<file path="src/rtl/branch_resolver.sv">
// EX-stage branch resolution for the RV32I pipeline. It also holds the IF-stage
// BTB predictor with 2-bit counters and the branch/mispredict performance counters.
module branch_resolver #(
  parameter int DATA_WIDTH  = 32,
  parameter int BTB_ENTRIES = 16
) (
  input  logic                  clk_i,
  input  logic                  rst_ni,
  input  logic [DATA_WIDTH-1:0] if_pc_i,
  output logic                  if_pred_taken_o,
  output logic [DATA_WIDTH-1:0] if_pred_target_o,
  input  logic                  ex_br_valid_i,
  input  logic                  ex_stall_i,
  input  logic [2:0]            ex_funct3_i,
  input  logic [DATA_WIDTH-1:0] ex_pc_i,
  input  logic [DATA_WIDTH-1:0] ex_target_i,
  input  logic                  ex_pred_taken_i,
  input  logic [DATA_WIDTH-1:0] ex_pred_target_i,
  output logic                  br_unsigned_o,
  input  logic                  br_less_i,
  input  logic                  br_equal_i,
  output logic                  redirect_o,
  output logic [DATA_WIDTH-1:0] redirect_pc_o,
  output logic                  br_illegal_o,
  output logic [31:0]           br_count_o,
  output logic [31:0]           mispred_count_o
);

  localparam int IDX_BITS = $clog2(BTB_ENTRIES);
  localparam int TAG_BITS = DATA_WIDTH - IDX_BITS - 2;

  logic [BTB_ENTRIES-1:0] valid_reg;
  logic [1:0]             ctr_reg    [BTB_ENTRIES];
  logic [TAG_BITS-1:0]    tag_reg    [BTB_ENTRIES];
  logic [DATA_WIDTH-1:0]  target_reg [BTB_ENTRIES];
  logic [31:0]            br_count_reg;
  logic [31:0]            mispred_count_reg;

  logic [IDX_BITS-1:0] if_idx;
  logic [TAG_BITS-1:0] if_tag;
  logic                if_hit;
  logic [IDX_BITS-1:0] ex_idx;
  logic [TAG_BITS-1:0] ex_tag;
  logic                ex_hit;
  logic                taken;
  logic                legal;
  logic                resolve;
  logic                mispredict;
  logic [1:0]          ctr_next;

  // Prediction reads the table as it stood before this cycle's EX update.
  assign if_idx           = if_pc_i[IDX_BITS+1:2];
  assign if_tag           = if_pc_i[DATA_WIDTH-1:IDX_BITS+2];
  assign if_hit           = valid_reg[if_idx] && (tag_reg[if_idx] == if_tag);
  assign if_pred_taken_o  = if_hit & ctr_reg[if_idx][1];
  assign if_pred_target_o = if_pred_taken_o ? target_reg[if_idx] : if_pc_i + DATA_WIDTH'(4);

  always_comb begin
    taken = 1'b0;
    legal = 1'b1;
    case (ex_funct3_i)
      3'b000:  taken = br_equal_i;
      3'b001:  taken = !br_equal_i;
      3'b100:  taken = br_less_i;
      3'b101:  taken = !br_less_i;
      3'b110:  taken = br_less_i;
      3'b111:  taken = !br_less_i;
      default: legal = 1'b0;
    endcase
  end

  assign br_unsigned_o = ex_funct3_i[1];
  assign br_illegal_o  = ex_br_valid_i & !ex_stall_i & !legal;
  assign resolve       = ex_br_valid_i & !ex_stall_i & legal;
  assign mispredict    = resolve & ((taken != ex_pred_taken_i) |
                                    (taken & ex_pred_taken_i & (ex_target_i != ex_pred_target_i)));
  assign redirect_o    = mispredict;
  assign redirect_pc_o = taken ? ex_target_i : ex_pc_i + DATA_WIDTH'(4);

  assign ex_idx = ex_pc_i[IDX_BITS+1:2];
  assign ex_tag = ex_pc_i[DATA_WIDTH-1:IDX_BITS+2];
  assign ex_hit = valid_reg[ex_idx] && (tag_reg[ex_idx] == ex_tag);

  // A miss that is taken allocates weakly-taken; a hit moves the counter by one, saturating.
  always_comb begin
    ctr_next = ctr_reg[ex_idx];
    if (!ex_hit) begin
      if (taken) ctr_next = 2'b10;
    end else if (taken) begin
      if (ctr_reg[ex_idx] != 2'b11) ctr_next = ctr_reg[ex_idx] + 2'b01;
    end else begin
      if (ctr_reg[ex_idx] != 2'b00) ctr_next = ctr_reg[ex_idx] - 2'b01;
    end
  end

  always_ff @(posedge clk_i or negedge rst_ni) begin
    if (!rst_ni) begin
      valid_reg <= '0;
      for (int i = 0; i < BTB_ENTRIES; i++) ctr_reg[i] <= 2'b01;
    end else if (resolve) begin
      ctr_reg[ex_idx] <= ctr_next;
      if (taken) valid_reg[ex_idx] <= 1'b1;
    end
  end

  always_ff @(posedge clk_i) begin
    if (resolve && taken) begin
      tag_reg[ex_idx]    <= ex_tag;
      target_reg[ex_idx] <= ex_target_i;
    end
  end

  always_ff @(posedge clk_i or negedge rst_ni) begin
    if (!rst_ni) begin
      br_count_reg      <= '0;
      mispred_count_reg <= '0;
    end else begin
      if (resolve && br_count_reg != 32'hFFFF_FFFF) br_count_reg <= br_count_reg + 32'd1;
      if (mispredict && mispred_count_reg != 32'hFFFF_FFFF)
        mispred_count_reg <= mispred_count_reg + 32'd1;
    end
  end

  assign br_count_o      = br_count_reg;
  assign mispred_count_o = mispred_count_reg;

endmodule

</file>
<file path="config.mk">
export PLATFORM = sky130hd
export DESIGN_NAME = branch_resolver
export DESIGN_NICKNAME = d
export VERILOG_FILES = /design/src/rtl/branch_resolver.sv
export SDC_FILE = /design/constraint.sdc
export NUM_CORES = 2
export LEC_CHECK = 0
export ABC_AREA = 0
export BUFFER_PORTS_ARGS = -buffer_cell sky130_fd_sc_hd__buf_4
export CELL_PAD_IN_SITES_DETAIL_PLACEMENT = 1
export CELL_PAD_IN_SITES_GLOBAL_PLACEMENT = 2
export CORE_MARGIN = 8
export CORE_UTILIZATION = 42
export DETAILED_ROUTE_END_ITERATION = 10
export PLACE_DENSITY = 0.83
export SYNTH_ARGS = -nofsm -noshare
export SYNTH_HDL_FRONTEND = slang
export SYNTH_SLANG_ARGS = --single-unit
</file>
<file path="constraint.sdc">
create_clock -name clk_i -period 5.7 [get_ports clk_i]
set_input_delay 1.425 -clock clk_i [delete_from_list [all_inputs] [get_ports clk_i]]
set_output_delay 1.425 -clock clk_i [all_outputs]
set_load 0.01 [all_outputs]
</file>
* Word level (Yosys, flattened, before mapping)
Memories as Yosys holds them, arrays and structs flattened.
Index checks and enable logic that the tools add are counted.
** Storage, ports and cells
- Memories kept :: 2
- Register bits :: 112
- Memory bits (writable) :: 928
- Output and inout bits :: 132
** Cells by class
- Bitwise gates (word level) :: 11
- Equality and inequality tests :: 12
- $lt $le $gt $ge :: 6
- Muxes and demuxes :: 26
- Reductions and logical operators :: 17
- $add $sub $neg :: 6
** Memories
- target_reg :: depth 16, width 32, rd ports 1, clocked after Yosys merged registers in 0, write ports 1, RTL line 35 : logic [DATA_WIDTH-1:0] target_reg [BTB_ENTRIES];
- tag_reg :: depth 16, width 26, rd ports 2, clocked after Yosys merged registers in 0, write ports 1, RTL line 34 : logic [TAG_BITS-1:0] tag_reg [BTB_ENTRIES];
** Operator list (number)
- $add A32 B1 Y32 const B :: 2
- $add A32 B3 Y32 const B :: 2
- $mux W32 :: 2
- $ne A32 B32 Y1 const B :: 2
- $eq A26 B26 Y1 :: 2
- $bwmux W32 :: 1
- $ne A32 B32 Y1 :: 1
- $mux W2 :: 10
- $bmux W2 S4 :: 2
- $or A16 B16 Y16 :: 1
- $eq A3 B3 Y1 const B :: 4
- $ge A5 B5 Y1 const B :: 2
- $lt A4 B5 Y1 const B :: 2
- $not A4 Y5 :: 2
- $bmux W1 S4 :: 2
- $demux W2 S4 :: 1
- $and A1 B1 Y1 :: 7
- $logic_and A1 B1 Y1 :: 7
- $mux W1 :: 6
- $reduce_or A6 Y1 :: 1
- $lt A5 B1 Y1 const B :: 1
- $demux W1 S4 :: 1
- $ge A4 B1 Y1 const B :: 1
- $logic_not A1 Y1 :: 4
- other kinds (11) :: 12

* Depth between registers and ports, before layout
- Word-level depth :: 9
- Depth in mapped cells :: 14

* Worst setup path before layout
No wires, ideal clock.
- Path kind :: input-to-reg
- From :: input port ex_pc_i[4]
- To :: memory tag_reg[11][0] (netlist bit) (enable)
- Buffers on the path :: 4
- Library setup time :: 475 ps
- Data required time :: 5225 ps
- Setup slack :: -158 ps
- Data arrival time :: 5383 ps
- Stages :: 9
- Cell sequence :: buf_2 > inv_1 > buf_2 > buf_2 > clkbuf_1 > nand2_1 > nor2_1 > nand2_1 > nor2_1
** RTL lines
- start, declared :: RTL line 15 : input logic [DATA_WIDTH-1:0] ex_pc_i,
- end, declared :: RTL line 34
Straight into the memory's write port.

* Worst setup path in the final report
- From :: input port if_pc_i[2]
- To :: output port if_pred_target_o[13]
** Between the ends
- Word-level cells in the longest chain between the ends :: 6
- Elaborated cells between the ends (all ways) :: 13
- Those cells by class :: 1 x add/sub; 1 x eq/ne; 6 x mux; 2 x bitwise; 1 x reduce/logical; 2 x memory
** Ends and longest elaborated chain
- start, declared :: RTL line 9 : input logic [DATA_WIDTH-1:0] if_pc_i,
- parallel branches: the longest is 5 deep, another holds $mem_v2 Z16 W26
- $mux W32 (*) :: RTL line 56 : assign if_pred_target_o = if_pred_taken_o ? target_reg[if_idx] : if_pc_i + DATA_WIDTH'(4);
- end, declared :: RTL line 11 : output logic [DATA_WIDTH-1:0] if_pred_target_o,
Every way passes the cells marked *. The select of a mux whose other input is x is not followed.

==> flow_summary.yaml <==
logic_synthesis:
  synth_area_um2: 46800
  syn-num-nets: 2712
  synth_common_cells: "edfxtp_1, mux4_2, nand2_1, xnor2_1, mux2i_1"
  synth_edf_count: 928
  synth_flop_cell: "edfxtp_1"
  synth_cell_types: 64
  yosysSeqAreaShare_pct: 65.6
  yosys-top-cells-area: "edfxtp_1, mux4_2, dfrtp_1, xnor2_1, mux2i_1"
  synth.top_cell.area_share_pct: 59.6
  synth_seq_cells: 1040
  synth_most_common_cell: "edfxtp_1"
  yosys_warnings: 0
  syn_avg_cell_area_um2: 18.2
  asyncSetResetFlopFracSynth_pct: 10.8
  synth_cells: 2566
  yosysTopAreaCell: "edfxtp_1"
placement:
  io_buffer_count: 269
  dp_hpwl_um: 105000
  pre_cts_ws_ps: -430
  dpl_cell_area_um2: 52000
  gp_congestion: 0.897
  dpl.cell_count: 4364
detailed_routing:
  post_drt_wl_per_cell_um: 35.3
  vias_per_cell: 6.28
  drcViolationCount: 0
  detailroute.via_count: 28800
  drt_first_pass_iters: 8
  drt_wl_total_um: 162000
  drt-initial-drc-count: 3375
  ant_nets: 0
cells_and_area:
  finalNetCount: 3144
  areaGrowthSynthToFinish_pct: 19.9
  layout-drive-gt1-share_pct: 36.3
  largest_reg_flops: 512
  stdcell_area_um2: 56100
  fin_cells: 4585
  num-fill-cells: 10300
  final_core_util_pct: 50.7
pwr:
  powerDensity_nw_per_um2: 313
  peakVddDrop_mv: 0.244
  leakage_uw: 0.0193
timing:
  fin_crit_ps: 5800
  slew_headroom_pct: 29.8
  final_hold_viol_count: 0
  fmax_ghz: 0.172
  layout_setup_ws_ps: -102
  tns_ps: -2000
  clock_skew_ps: 43.5
  rsz0062_at_grt: "true"
  finalSetupViolations: 31
  drv_slew: 0
  finalCritPeriodShare_pct: 102
  worst_pin_slew_ps: 1050
floorplan:
  start_util_pct: 42.3
  die_w_um: 350
  core_um2: 111000
  rows: 122
  dieHeight_um: 350
  die_area_um2: 122000
  pin_count: 270
clocking:
  cts_hold_buf: 0
  cts_buffer_depth: 3
  numCtsBuffers: 109
  cts.htree.levels: 3
  insertion_delay_ps: 730
  clk_pin_slew_ps: 60
  cts-root-buf: "clkbuf_16"
  cts_sinks: 1040
  cts_tree: "yes"
worst_setup_path:
  cp_data_arrival_time_ps: 4380
  worst-setup-path-type: "input pin to output pin"
  cp_max_fo: 8
  crit_required_ps: 4280
  critPathLaunchType: "input pin"
  crit_path_end_kind: "output pin"
global_routing:
  grt-ovfl-total: 0
  grt_pass1_wl_um: 229000
  grt_pass1_vias: 30500
  antenna_found_initial: 11
  grt.total_usage_pct: 26.0
  grt_start_max_net_pins: 107
run_status:
  status: "complete, but fails checks"
  failed_checks: "negative setup slack"
flow_run:
  cap_violations: 0
hold_path:
  worstHoldPathType: "flip-flop to flip-flop"
## power breakdown
group / total [uW] / leakage, uW / switching, uW / internal (uW)
clock: 7250 / 0.00178 / 3140 / 4110
combinational: 1780 / 0.00778 / 1010 / 777
sequential: 8530 / 0.00979 / 106 / 8420
total: 17600 / 0.0193 / 4250 / 13300
## placed cells by master (no fill, tap or decap), drive strengths merged, types with 66 or more instances in the layout
master,Yosys,layout
clkbuf,65,141
xor2,68,68
nor2,66,66
dfrtp,96,96
mux2,78,78
mux4,360,360
mux2i,109,109
buf,78,458
xnor2,128,128
nand2,146,146
edfxtp,928,928
## cell families (layout without fill, tap and decap cells)
group / after synthesis / count (layout) / synth area share, %
flip-flops: 1040 / 1040 / 65.6
multiplexers: 547 / 547 / 21.7
AND/OR/NAND/NOR: 431 / 431 / 4.55
XOR/XNOR: 196 / 196 / 3.67
AO/OA/AOI/OAI: 174 / 174 / 2.54
buffers and inverters: 169 / 695 / 1.66
adder cells (fa/ha/maj): 9 / 9 / 0.235
other: 0 / 5 / 0
## layer usage
layer	part of all wire (%)	GRT usage (%)	wire length (um)
met5	0.015	0	24
met1	39	34.2	62600
met4	3.6	9.03	5790
met3	10	7.01	16300
met2	48	41.8	77300
## stage by stage
| stage | hold WS (ps) | power, uW |
|---|---|---|
| CTS | 499 | 17600 |
| floorplan | 457 | 9520 |
| global placement | 476 | 10400 |
| global route | 515 | 18000 |
| detailed placement | 486 | 10400 |
| finish | 497 | 17600 |
## path summary, 6_finish.rpt
| check | cells past startpoint | start | slack [ps] | to |
|---|---|---|---|---|
| min | 1 | br_count_o[17]$_DFFE_PN0P_ | 500 | br_count_o[17]$_DFFE_PN0P_ |
| max | 12 | if_pc_i[2] | -100 | if_pred_target_o[13] |
| max reg2reg | 10 | tag_reg[2][2]$_DFFE_PP_ | 2060 | ctr_reg[13]$_DFFE_PN0P_ |
| min reg2reg | 1 | br_count_o[17]$_DFFE_PN0P_ | 500 | br_count_o[17]$_DFFE_PN0P_ |
| min in group asynchronous | 1 | rst_ni | 850 | br_count_o[27]$_DFFE_PN0P_ |
| max in group asynchronous | 2 | rst_ni | 3730 | ctr_reg[22]$_DFFE_PN1P_ |
## critical path, cell delays in order
cell       delay (ps)
clkbuf_16         160
buf_4             170
mux4_2            530
mux4_2            550
xnor2_1           240
nand4_1           140
nor3_2            130
buf_4             150
nand3_4           160
clkbuf_16         260
mux2_2            290
buf_4             140
## area by class of cell
class / instances / area [um2] / area share [%]
Clock inverter: 70 / 683 / 1.22
Sequential cell: 1040 / 30700 / 54.7
Multi-Input combinational cell: 1357 / 15600 / 27.8
Clock buffer: 135 / 2950 / 5.27
Inverter: 26 / 97.6 / 0.174
Antenna cell: 5 / 12.5 / 0.0223
Timing Repair Buffer: 464 / 4210 / 7.50
Tap cell: 1488 / 1860 / 3.32
## what timing repair did
action                                  in CTS  in global routing
pin swaps                                    1                  3
endpoints found under the setup margin      33                 34
gates cloned                                 1                  6
gates resized for setup                     15                 27
buffers inserted                             0                  4
(Power assumes the default switching activity.)
